==> src/rtl/onehot_scan_decoder.sv <==
// Registered SEL_W-to-2**SEL_W one-hot decoder with an auto-scan mode that
// steps the hot bit through every output, holding each position DWELL cycles.
module onehot_scan_decoder #(
   parameter int SEL_W = 2,
   parameter int DWELL = 4
) (
   input  logic                    clk,
   input  logic                    rst_n,
   input  logic                    en,
   input  logic                    mode,
   input  logic                    load,
   input  logic [SEL_W-1:0]        sel,
   output logic [(1<<SEL_W)-1:0]   out,
   output logic [SEL_W-1:0]        idx,
   output logic                    valid,
   output logic                    wrap
);

   localparam int NOUT   = 1 << SEL_W;
   localparam int DCNT_W = (DWELL > 1) ? $clog2(DWELL) : 1;
   localparam logic [DCNT_W-1:0] DCNT_LAST = DCNT_W'(DWELL - 1);
   localparam logic [SEL_W-1:0]  IDX_LAST  = {SEL_W{1'b1}};

   typedef enum logic [1:0] {
      S_BLANK  = 2'd0,
      S_DIRECT = 2'd1,
      S_SCAN   = 2'd2
   } state_t;

   state_t             r_state;
   state_t             w_state_nxt;
   logic [SEL_W-1:0]   r_idx;
   logic [SEL_W-1:0]   w_idx_nxt;
   logic [DCNT_W-1:0]  r_dcnt;
   logic [DCNT_W-1:0]  w_dcnt_nxt;
   logic [DCNT_W-1:0]  w_dcnt_cur;
   logic [NOUT-1:0]    r_out;
   logic [NOUT-1:0]    w_out_nxt;
   logic               r_valid;
   logic               w_valid_nxt;
   logic               r_wrap;
   logic               w_wrap_nxt;

   // A DIRECT cycle always leaves the dwell count at zero, so scanning restarts cleanly.
   assign w_dcnt_cur = (r_state == S_DIRECT) ? '0 : r_dcnt;

   always_comb begin
      // NOTE: every signal assigned here gets a default first, so no path leaves it unassigned and no latch is inferred.
      w_state_nxt = r_state;
      w_idx_nxt   = r_idx;
      w_dcnt_nxt  = r_dcnt;
      w_valid_nxt = 1'b0;
      w_wrap_nxt  = 1'b0;

      if (!en) begin
         w_state_nxt = S_BLANK;
      end else if (!mode) begin
         w_state_nxt = S_DIRECT;
         w_idx_nxt   = sel;
         w_dcnt_nxt  = '0;
         w_valid_nxt = 1'b1;
      end else begin
         w_state_nxt = S_SCAN;
         w_valid_nxt = 1'b1;
         if (load) begin
            w_idx_nxt  = sel;
            w_dcnt_nxt = '0;
         end else if (w_dcnt_cur == DCNT_LAST) begin
            w_idx_nxt  = r_idx + SEL_W'(1);
            w_dcnt_nxt = '0;
            w_wrap_nxt = (r_idx == IDX_LAST);
         end else begin
            w_dcnt_nxt = w_dcnt_cur + DCNT_W'(1);
         end
      end

      w_out_nxt = w_valid_nxt ? (NOUT'(1) << w_idx_nxt) : '0;
   end

   // NOTE: sequential state uses non-blocking assignments so every flop samples pre-edge values.
   always_ff @(posedge clk or negedge rst_n) begin
      if (!rst_n) begin
         r_state <= S_BLANK;
         r_idx   <= '0;
         r_dcnt  <= '0;
         r_out   <= '0;
         r_valid <= 1'b0;
         r_wrap  <= 1'b0;
      end else begin
         r_state <= w_state_nxt;
         r_idx   <= w_idx_nxt;
         r_dcnt  <= w_dcnt_nxt;
         r_out   <= w_out_nxt;
         r_valid <= w_valid_nxt;
         r_wrap  <= w_wrap_nxt;
      end
   end

   assign out   = r_out;
   assign idx   = r_idx;
   assign valid = r_valid;
   assign wrap  = r_wrap;

endmodule
==> config.mk <==
export PLATFORM = sky130hd
export DESIGN_NAME = onehot_scan_decoder
export DESIGN_NICKNAME = d
export VERILOG_FILES = /design/src/rtl/onehot_scan_decoder.sv
export SDC_FILE = /design/constraint.sdc
export NUM_CORES = 1
export LEC_CHECK = 0
export BUFFER_PORTS_ARGS = -buffer_cell sky130_fd_sc_hd__buf_2
export CAP_MARGIN = 20
export CELL_PAD_IN_SITES_DETAIL_PLACEMENT = 0
export CELL_PAD_IN_SITES_GLOBAL_PLACEMENT = 1
export CORE_MARGIN = 3
export CORE_UTILIZATION = 38
export CTS_CLUSTER_SIZE = 8
export DETAILED_ROUTE_END_ITERATION = 6
export GPL_TIMING_DRIVEN = 0
export PLACE_DENSITY = 0.74
export SKIP_LAST_GASP = 1
export SLEW_MARGIN = 25
export SYNTH_ARGS = -nofsm -noshare
export SYNTH_HDL_FRONTEND = slang
export SYNTH_SLANG_ARGS = --single-unit
export TNS_END_PERCENT = 10
==> constraint.sdc <==
create_clock -name clk -period 2.1 [get_ports clk]
set_input_delay 0.21 -clock clk [delete_from_list [all_inputs] [get_ports clk]]
set_output_delay 0.21 -clock clk [all_outputs]
set_load 0.005 [all_outputs]
==> metrics.cfg <==
[clock_network]
clockBufferDepth = 2
cts-root-buf = clkbuf_4
path_clk_slew_ns = 0.08
cts_tree = built
cts_max_level = 1
cts.sinks = 12
postCtsSetupBuffers = 0
hold_buffers = 1
insertion_delay_ns = 0.27
cts_resized = 0
numCtsBuffers = 3

[setup_path]
cp-end-kind = flip-flop
cp-start-kind = flip-flop
arrival_ns = 1.78
regToRegSetupSlack_ns = 0.53
reg2reg_depth = 7
rr_endpoint = out[1]$_DFF_PN0_
crit_required_ns = 2.31
reg2reg_from = r_state[1]$_DFF_PN0_
critPathKind = flip-flop to flip-flop
crit_fanout = 4

[synth]
ys_seq_elements = 12
synth_edf_count = 0
syn_avg_cell_area_um2 = 11.43
synth.top_cell.area_share_pct = 50.53
synth_top_flop_cell = dfrtp_1
synth_cell_types = 28
ys_seq_area_share_pct = 50.53
synth.largest_area_cell = dfrtp_1
syn_inst = 52
syn_area_um2 = 594.3
yosysMostFrequentCell = dfrtp_1
ys_top_cells_by_area = dfrtp_1, ha_1, nor4b_4
yosysWarnings = 0
synthArstFlopShare_pct = 100.0
synth_nets = 61
synthTopCellsByCount = dfrtp_1, and2_1, inv_1, nand2_1, nor2_1

[sta]
min_period_over_period_pct = 74.57
hold_viol = 0
slew_headroom_pct = 76.09
clock.fmax_mhz = 638.6
rsz0062_at_grt = no
fin_worst_skew_ns = 0.002761
worstMarginPinSlew_ns = 0.3587
fin_setup_tns_ns = 0
slew_viol_final = 0
fin_ws_ns = 0.5340
setup_viol = 0
min_period_ns = 1.566

[detailed_routing]
drc = 0
drt_pre_antenna_iters = 4
via_per_inst = 4.942
routedWlPerCell_um = 12.28
vias = 425
detail-route-antenna-nets = 0
drt_first_iter_violations = 20
routed_wl_um = 1056

[grt]
grt_max_degree = 13
grtUsageTotal_pct = 12.47
grt_pass1_vias = 408
overflow = 0
antenna_found_initial = 0
grt_pass1_wl_um = 1794

[cells_and_area]
final_area_um2 = 729.5
finalNetCount = 81
diodes = 0
drive_above_1_share_pct = 33.80
fillers = 133
area_growth_pct = 22.74
stdcell_count = 86

[floorplan]
die_x_um = 45.55
die-height_um = 45.55
dieArea_um2 = 2074
num_rows = 13
start_util_pct = 42.99
core_um2 = 1383
ios = 15

[power]
peakVddDrop_v = 0.0003567
cellPowerDensity_nw_per_um2 = 708.7
power_leakage_nw = 0.3653

[place]
place_congestion = 0.7487
pre_cts_ws_ns = 0.5555
placedCellCount = 81
post_dp_cell_area_um2 = 683.2
place.detailed.hpwl_um = 778.8
port_buffers = 14

[min_path]
min_to = valid$_DFF_PN0_
hp-class = primary input to flip-flop
min_path_cells = 1
min_from = en

[job]
max-cap-violations = 0

[outcome]
status = completed

==> metrics by stage <==
stage | power [mW] | util [%] | hold slack [ns]
floorplan | 0.3074 | - | -0.08559
global placement | 0.3385 | 49.41 | 0.09817
detailed placement | 0.3398 | 49.41 | 0.1029
CTS | 0.5254 | 52.76 | 0.1175
global route | 0.5501 | 52.76 | 0.1169
finish | 0.5170 | 52.76 | 0.1237
==> routing by layer <==
metal	track usage [%]	part of all wire, %	vias to the layer above
li1	-	-	215
met1	17.60	52	195
met2	16.71	41	13
met3	3.557	6.2	2
met4	7.018	1.2	0
met5	0	0	-
==> power by group <==
part           internal, mW  switching (mW)
clock                 0.105          0.0763
combinational        0.0393          0.0405
sequential            0.246          0.0100
total                 0.390           0.127
==> flip-flops by register name, summed over array words and instances, names as in the netlist <==
name	flops
r_dcnt	2
out	4
valid	1
idx	2
r_state	2
wrap	1
==> kinds of logic after synthesis <==
group / count (synthesis) / synth area share, %
xor gates and xnor gates: 1 / 1.474
DFF: 12 / 50.53
adders and majority gates: 2 / 4.210
AOI/OAI and AO/OA: 10 / 11.79
buffers and inverters: 5 / 4.420
and+or+nand+nor: 21 / 25.89
muxes: 1 / 1.684
==> worst max-delay path by stage <==
| stage | from | end | slack, ns |
|---|---|---|---|
| floorplan | r_state[1]$_DFF_PN0_ | out[1]$_DFF_PN0_ | 0.66 |
| global placement | r_state[1]$_DFF_PN0_ | out[1]$_DFF_PN0_ | 0.57 |
| detailed placement | r_state[1]$_DFF_PN0_ | out[1]$_DFF_PN0_ | 0.56 |
| CTS | r_state[1]$_DFF_PN0_ | out[1]$_DFF_PN0_ | 0.53 |
| global route | r_state[1]$_DFF_PN0_ | out[0]$_DFF_PN0_ | 0.37 |
| finish | r_state[1]$_DFF_PN0_ | out[1]$_DFF_PN0_ | 0.53 |
==> cell type report <==
cell class / count / area [µm²] / share of cell area (%)
multi-input cells: 35 / 267.8 / 36.71
plain buffers: 2 / 15.01 / 2.058
repair buffers: 15 / 80.08 / 10.98
flip-flops and latches: 12 / 300.3 / 41.17
well taps: 15 / 18.77 / 2.573
inverters: 3 / 11.26 / 1.544
clock buffers: 4 / 36.28 / 4.974
==> critical path, cell delays in order (launching register included) <==
cell,delay (ns)
dfrtp_1,0.35
nand2b_1,0.17
and2_1,0.19
ha_1,0.24
nand2_1,0.08
mux2i_1,0.08
a22oi_2,0.22
and3_1,0.18
==> layout by cell type (no fill, tap or decap) <==
cell type,synthesis,layout
nor3b_1,1,1
a22oi_2,1,1
and2b_1,1,1
a21boi_0,1,1
nor2_1,3,3
xnor2_1,1,1
o22ai_1,1,1
nor2b_4,1,1
clkbuf_8,0,1
dfrtp_1,12,12
ha_1,2,2
clkbuf_4,0,3
o21ai_1,1,1
a211oi_1,1,1
clkbuf_1,1,1
and2_1,3,3
nor4b_4,1,1
nand2b_1,2,2
a211o_1,1,1
nor3b_2,1,1
mux2i_1,1,1
nand2_1,3,3
dlygate4sd3_1,0,1
inv_1,3,3
buf_2,0,14
and3_1,2,2
nand3_1,2,2
o21a_1,1,1
a21oi_1,1,1
buf_6,1,1
and4bb_2,1,1
o21ai_0,2,2
No activity file was read; power rests on OpenSTA's default activity.
